$ cat config.mk
export PLATFORM = sky130hd
export DESIGN_NAME = uart_pos_tx_scheduler
export DESIGN_NICKNAME = d
export VERILOG_FILES = /design/src/rtl/uart_pos_tx_scheduler.sv
export SDC_FILE = /design/constraint.sdc
export NUM_CORES = 1
export LEC_CHECK = 0
export CAP_MARGIN = 10
export CORE_ASPECT_RATIO = 0.9
export CORE_UTILIZATION = 60
export CTS_BUF_LIST = sky130_fd_sc_hd__clkbuf_2
export DETAILED_ROUTE_END_ITERATION = 8
export PLACE_DENSITY_LB_ADDON = 0.05
export SLEW_MARGIN = 5
export SYNTH_ARGS = -nofsm -noshare
export SYNTH_HDL_FRONTEND = slang
export SYNTH_SLANG_ARGS = --single-unit
$ cat constraint.sdc
create_clock -name i_clk -period 3.2 [get_ports i_clk]
set_input_delay 0.64 -clock i_clk [delete_from_list [all_inputs] [get_ports i_clk]]
set_output_delay 0.64 -clock i_clk [all_outputs]
set_load 0.02 [all_outputs]
$ cat src/rtl/uart_pos_tx_scheduler.sv
// -----------------------------------------------------------------------------
// uart_pos_tx_scheduler
//
// Purpose:
//   Sequences tank-position frames onto a byte-wide UART transmitter. On a
//   periodic tick (when enabled) or an explicit request, the block snapshots
//   the X/Y position. It then sends a 6-byte frame one byte at a time and
//   handshakes each byte on the transmitter's done tick. Each byte wait is
//   protected by a watchdog. If the watchdog expires, the frame is dropped.
//
//   Frame layout (byte index 0..5):
//     0: HEADER
//     1: {6'b0, X[9:8]}
//     2: X[7:0]
//     3: {6'b0, Y[9:8]}
//     4: Y[7:0]
//     5: XOR of bytes 1..4
//
// Parameters:
//   PERIOD      clk cycles between automatic frames
//   PERIOD_BIT  width of the period counter
//   HEADER      frame start byte
//   TIMEOUT     max clk cycles to wait for i_tx_done_tick per byte
//   TO_BIT      width of the timeout counter (holds 0..TIMEOUT-1)
//
// Ports:
//   i_clk           system clock
//   i_reset         synchronous, active-high reset
//   i_enable        1 = periodic frames enabled (i_send_req always honoured)
//   i_send_req      one-cycle pulse requesting one frame
//   i_x_pos         tank X position (10 bits)
//   i_y_pos         tank Y position (10 bits)
//   i_tx_done_tick  from the transmitter: current byte fully shifted out
//   o_tx_start      one-cycle pulse: start transmitting o_tx_data
//   o_tx_data       byte to transmit; registered and held until next start
//   o_busy          high while a frame is in progress
//   o_frame_done    one-cycle pulse after the last byte's done tick
//   o_timeout_err   one-cycle pulse when a byte handshake times out
// -----------------------------------------------------------------------------
module uart_pos_tx_scheduler #(
    parameter int          PERIOD     = 1666667,
    parameter int          PERIOD_BIT = 21,
    parameter logic [7:0]  HEADER     = 8'hA5,
    parameter int          TIMEOUT    = 32768,
    parameter int          TO_BIT     = 16
) (
    input  logic       i_clk,
    input  logic       i_reset,
    input  logic       i_enable,
    input  logic       i_send_req,
    input  logic [9:0] i_x_pos,
    input  logic [9:0] i_y_pos,
    input  logic       i_tx_done_tick,
    output logic       o_tx_start,
    output logic [7:0] o_tx_data,
    output logic       o_busy,
    output logic       o_frame_done,
    output logic       o_timeout_err
);

    typedef enum logic [1:0] {
        ST_IDLE = 2'd0,
        ST_SEND = 2'd1,
        ST_WAIT = 2'd2
    } state_t;

    localparam logic [PERIOD_BIT-1:0] PERIOD_LAST = PERIOD_BIT'(PERIOD - 1);
    localparam logic [TO_BIT-1:0]     TO_LAST     = TO_BIT'(TIMEOUT - 1);
    localparam logic [2:0]            LAST_IDX    = 3'd5;

    state_t                r_state;
    state_t                w_state_next;

    logic [PERIOD_BIT-1:0] r_period_cnt;
    logic [TO_BIT-1:0]     r_to_cnt;
    logic [9:0]            r_x_snap;
    logic [9:0]            r_y_snap;
    logic [2:0]            r_idx;
    logic                  r_pending;
    logic [7:0]            r_tx_data;
    logic                  r_frame_done;
    logic                  r_timeout_err;

    logic                  w_ptick;
    logic                  w_trigger;
    logic                  w_start_frame;
    logic                  w_byte_done;
    logic                  w_last_byte;
    logic                  w_timeout;
    logic [7:0]            w_chk;
    logic [7:0]            w_next_byte;

    // -------------------------------------------------------------------------
    // Event decode
    // -------------------------------------------------------------------------
    assign w_ptick       = (r_period_cnt == PERIOD_LAST) & i_enable;
    assign w_trigger     = i_send_req | w_ptick;
    assign w_start_frame = (r_state == ST_IDLE) & (w_trigger | r_pending);
    assign w_byte_done   = (r_state == ST_WAIT) & i_tx_done_tick;
    assign w_last_byte   = (r_idx == LAST_IDX);
    // A done tick on the final watchdog cycle still completes the byte.
    assign w_timeout     = (r_state == ST_WAIT) & ~i_tx_done_tick &
                           (r_to_cnt == TO_LAST);

    // The checksum comes from the snapshot, so it always matches the bytes sent.
    assign w_chk = {6'b0, r_x_snap[9:8]} ^ r_x_snap[7:0] ^
                   {6'b0, r_y_snap[9:8]} ^ r_y_snap[7:0];

    // Selects the byte that follows r_idx. It is loaded into o_tx_data on the
    // same edge that enters SEND, so data is valid together with o_tx_start.
    always_comb begin
        w_next_byte = w_chk;
        case (r_idx)
            3'd0:    w_next_byte = {6'b0, r_x_snap[9:8]};
            3'd1:    w_next_byte = r_x_snap[7:0];
            3'd2:    w_next_byte = {6'b0, r_y_snap[9:8]};
            3'd3:    w_next_byte = r_y_snap[7:0];
            default: w_next_byte = w_chk;
        endcase
    end

    // -------------------------------------------------------------------------
    // FSM: state register
    // -------------------------------------------------------------------------
    always_ff @(posedge i_clk) begin
        if (i_reset) begin
            r_state <= ST_IDLE;
        end else begin
            r_state <= w_state_next;
        end
    end

    // -------------------------------------------------------------------------
    // FSM: next-state logic
    // -------------------------------------------------------------------------
    always_comb begin
        w_state_next = r_state;
        case (r_state)
            ST_IDLE: begin
                if (w_start_frame) begin
                    w_state_next = ST_SEND;
                end
            end
            ST_SEND: begin
                w_state_next = ST_WAIT;
            end
            ST_WAIT: begin
                if (w_byte_done) begin
                    w_state_next = w_last_byte ? ST_IDLE : ST_SEND;
                end else if (w_timeout) begin
                    w_state_next = ST_IDLE;
                end
            end
            default: begin
                w_state_next = ST_IDLE;
            end
        endcase
    end

    // -------------------------------------------------------------------------
    // FSM: outputs
    // -------------------------------------------------------------------------
    always_comb begin
        o_tx_start    = (r_state == ST_SEND);
        o_busy        = (r_state != ST_IDLE);
        o_tx_data     = r_tx_data;
        o_frame_done  = r_frame_done;
        o_timeout_err = r_timeout_err;
    end

    // -------------------------------------------------------------------------
    // Period counter: free-running regardless of FSM state
    // -------------------------------------------------------------------------
    always_ff @(posedge i_clk) begin
        if (i_reset) begin
            r_period_cnt <= '0;
        end else if (r_period_cnt == PERIOD_LAST) begin
            r_period_cnt <= '0;
        end else begin
            r_period_cnt <= r_period_cnt + 1'b1;
        end
    end

    // -------------------------------------------------------------------------
    // Frame datapath: snapshot, byte index, pending flag, watchdog, pulses
    // -------------------------------------------------------------------------
    always_ff @(posedge i_clk) begin
        if (i_reset) begin
            r_to_cnt      <= '0;
            r_x_snap      <= '0;
            r_y_snap      <= '0;
            r_idx         <= '0;
            r_pending     <= 1'b0;
            r_tx_data     <= '0;
            r_frame_done  <= 1'b0;
            r_timeout_err <= 1'b0;
        end else begin
            r_frame_done  <= w_byte_done & w_last_byte;
            r_timeout_err <= w_timeout;

            // Only one request is remembered. Any extra triggers seen while
            // busy merge into it.
            if (w_start_frame) begin
                r_pending <= 1'b0;
            end else if ((r_state != ST_IDLE) && w_trigger) begin
                r_pending <= 1'b1;
            end

            if (w_start_frame) begin
                r_x_snap  <= i_x_pos;
                r_y_snap  <= i_y_pos;
                r_idx     <= '0;
                r_tx_data <= HEADER;
            end

            if (r_state == ST_SEND) begin
                r_to_cnt <= '0;
            end

            if (r_state == ST_WAIT) begin
                if (w_byte_done) begin
                    if (!w_last_byte) begin
                        r_idx     <= r_idx + 3'd1;
                        r_tx_data <= w_next_byte;
                    end
                end else if (!w_timeout) begin
                    r_to_cnt <= r_to_cnt + 1'b1;
                end
            end
        end
    end

endmodule

==> metrics.md <==
| Metric | Value |
|---|---|
| Static Leak | `1.492 nW` |
| CTS tree | `built` |
| Instance count of the mapped netlist | `423` |
| Reg2Reg Depth | `5` |
| Failing checks | `design-rule violations` |
| Post-route total power | `1.704 mW` |
| Total detailed-routing wirelength | `7.432 mm` |
| Dpl ws | `0.5297 ns` |
| TritonCTS buffer count | `9` |
| HPWL reported at the end of detailed placement | `5.268 mm` |
| Insertion delay to the later sink of the worst-skew pair | `0.52 ns` |
| Die Footprint | `0.006410 mm²` |
| Period Utilization, post-route | `0.7877` |
| Portion of the post-synthesis area used by sequential elements | `0.3997` |
| DRC viols | `6` |
| Internal reg-to-reg setup slack | `0.94 ns` |
| Slew headroom | `0.5671` |
| Via-to-Cell Ratio | `5.991` |
| Post-synthesis share of cell area spent on xor and xnor gates | `0.04791` |
| Worst hold path type | `flop to flop` |
| Area delta synth->final | `13.52%` |
| Most frequent standard cell in the layout excluding fill and tap cells | `dfxtp_1` |
| Antenna violations before repair | `0` |
| Total nets after synthesis | `456` |
| Proportion of layout cells with a drive suffix above 1 | `0.07391` |
| Maximum operating frequency | `0.3967 GHz` |
| Outcome | `complete, but fails checks` |
| Synthesized area divided by synthesized cell count | `8.643 µm²` |
| Wire length of the first global-routing pass | `12.70 mm` |
| Via count of the first global-routing pass | `2,754` |
| Final net count | `488` |
| Worst Setup Path Type | `flop to output port` |
| Worst vdd rail ir drop | `0.2030 mV` |
| Number of levels in the clock H-tree | `3` |
| Unrepaired setup endpoints after global routing | `no` |
| Count of pins on the block boundary | `37` |
| Most frequent cells in the layout | `73 x dfxtp_1, 66 x nand2_1, 36 x clkdlybuf4s50_1, 25 x mux2i_1, 24 x nor2_1` |
| Number of buffers between clock root and the deepest sink | `2` |
| Final setup violating endpoints | `0` |
| Combinational family with the most area after synthesis | `simple AND/OR/NAND/NOR gates` |
| Post-synth cell types | `53` |
| Data arrival time at the worst-slack endpoint | `1.88 ns` |
| Std cell rows | `26` |
| Chain of cells forming the critical path | `nand2b_1, inv_1, clkdlybuf4s50_1` |
| Accumulated negative setup slack | `0 ns` |
| Area of the core | `0.005791 mm²` |
| Count of placed standard cells including taps | `514` |
| Total GRT Usage | `0.2464` |
| Reg2Reg Capture Point | `o_tx_data[5]` |
| Number of buffers added for setup after CTS | `0` |
| Kind of start point of the critical path | `flop` |
| Power per unit of standard cell area | `410.5 mW/mm²` |
| Remaining global-route overflow | `0` |
| Worst Tran Pin Value | `0.6493 ns` |
| Flop and latch count out of synthesis | `73` |
| Cts repair resizes | `0` |
| N_diodes | `0` |
| Root buffer cell | `clkbuf_2` |
| Origin of the worst setup path | `r_state[0]` |
| Post-synthesis instance area | `0.003656 mm²` |
| Cell with the biggest individual delay on the critical path | `clkdlybuf4s50_1` |
| Origin of the critical flop-to-flop path | `r_idx[2]` |
| Post-route setup slack | `0.6795 ns` |
| Number of pins exceeding their max-slew limit in the final report | `0` |
| Largest fanout on the critical path | `7` |
| Number of optimization iterations in the first detailed-route pass | `7` |
| Post-route cell area | `0.004150 mm²` |
| Placed cell area | `0.004046 mm²` |
| Antenna Violating Nets Remaining | `0` |
| CTS Hold Bufs | `0` |
| Number of enable flip-flop cells after synthesis | `0` |
| Async S/R FF share, synth | `0` |
| Number of input and output port buffers inserted | `36` |
| Horizontal extent of the die | `84.28 µm` |
| Worst-case clock skew | `0.02377 ns` |
| Initial standard-cell utilization of the core | `0.6314` |
| Maximum number of pins on one net before global-route repair | `53` |
| Simple logic cell fraction of the synthesized area | `0.2844` |
| Fraction of the mapped netlist area in adder cells | `0.02738` |
| Number of hold-slack violations in the final timing report | `0` |
| Worst Setup EP | `o_tx_start` |
| Clock sink total | `73` |
| Multiplexer share of the synthesized area | `0.06845` |
| Crit-path max cell delay | `0.63 ns` |
| Gp weighted congestion | `0.7923` |
| Starting DRT DRC Count | `294` |
| CTS clock-pin slew for the worst setup and hold paths | `0.19 ns` |
| Critical path capture point type | `output port` |
| MaxCap Viol Count | `0` |
| Commonest register cell after synthesis | `dfxtp_1` |
| DR vias | `3,175` |
| WL/cell | `14.02 µm` |
| Number of standard cells in the layout, taps in and fillers out | `530` |
| Height of the chip | `76.06 µm` |
| Final critical path time including I/O delays and setup | `2.521 ns` |
| Synth warn | `0` |
| CP required | `2.56 ns` |
| Synthesized-area fraction occupied by ao, oa, aoi and oai cells | `0.1369` |
-- cell usage after synthesis, drive strengths merged (6+ instances only) --
library cell / instances / area share
dfxtp: 73 / 0.40
nand2: 66 / 0.068
mux2i: 25 / 0.068
nor2: 24 / 0.025
a21oi: 22 / 0.031
nand4: 17 / 0.029
nand3: 16 / 0.022
clkbuf: 14 / 0.014
o21ai: 14 / 0.019
nor3: 13 / 0.018
or3: 11 / 0.019
xnor2: 10 / 0.024
xor2: 10 / 0.024
ha: 8 / 0.027
inv: 8 / 0.0082
o31ai: 8 / 0.016
or4: 7 / 0.014
and4: 6 / 0.014
buf: 6 / 0.012
nand2b: 6 / 0.010
-- cell families (layout without fill, tap and decap cells) --
group	after synthesis	in the layout
and+or+nand+nor	192	192
DFF	73	73
xor gates and xnor gates	20	20
AOI/OAI and AO/OA	76	76
adders and majority gates	8	8
muxes	25	25
buffers and inverters	29	66
-- worst max-delay path, delay by kind of cell (launching register included) --
family,cells,cell delay [ns]
AND/OR/NAND/NOR,1,0.14
flip-flops,1,0.46
buffers and inverters,2,0.79
-- how the worst min path moves through the flow --
stage                     from         endpoint  slack [ns]  cells past startpoint
3_3_place_gp       r_x_snap[6]      r_x_snap[6]        0.46                      2
6_report           r_x_snap[4]      r_x_snap[4]        0.49                      2
2_1_floorplan  r_period_cnt[0]  r_period_cnt[0]        0.44                      1
4_1_cts            r_x_snap[4]      r_x_snap[4]        0.49                      2
5_1_grt            r_x_snap[4]      r_x_snap[4]        0.52                      2
3_5_place_dp       r_x_snap[4]      r_x_snap[4]        0.47                      2
-- metal layers --
layer | vias to the layer above | part of all wire | routed length, µm | global-route usage
met2 | 75 | 0.46 | 3414 | 0.3803
met3 | 10 | 0.047 | 352 | 0.06392
met4 | 0 | 0.013 | 95 | 0.07759
li1 | 1610 | - | - | -
met5 | - | 0 | 0 | 0
met1 | 1480 | 0.48 | 3570 | 0.3382
-- cell type report --
class / instances / area, µm²
inverters: 9 / 33.78
clock inverters: 4 / 43.79
repair buffers: 41 / 397.9
well taps: 70 / 87.58
fillers: 475 / 1640
clock buffers: 12 / 60.06
multi-input cells: 321 / 2066
flip-flops and latches: 73 / 1461
-- flip-flops by register name, indices dropped and copies added (netlist names) --
name	count
o_timeout_err	1
r_y_snap	10
r_state	2
r_to_cnt	16
r_idx	3
r_period_cnt	21
o_tx_data	8
r_pending	1
r_x_snap	10
o_frame_done	1
-- power by group --
part           internal (mW)  switching [mW]
logic                  0.111           0.113
clock network          0.186           0.312
registers              0.947          0.0337
total                   1.24           0.459
-- metrics by stage --
step	utilization	hold WS, ns
finish	0.7167	0.4942
floorplan	-	0.4411
detailed placement	0.6988	0.4721
global placement	0.6988	0.4586
CTS	0.7167	0.4944
global route	0.7167	0.5242
(Power assumes the default switching activity.)
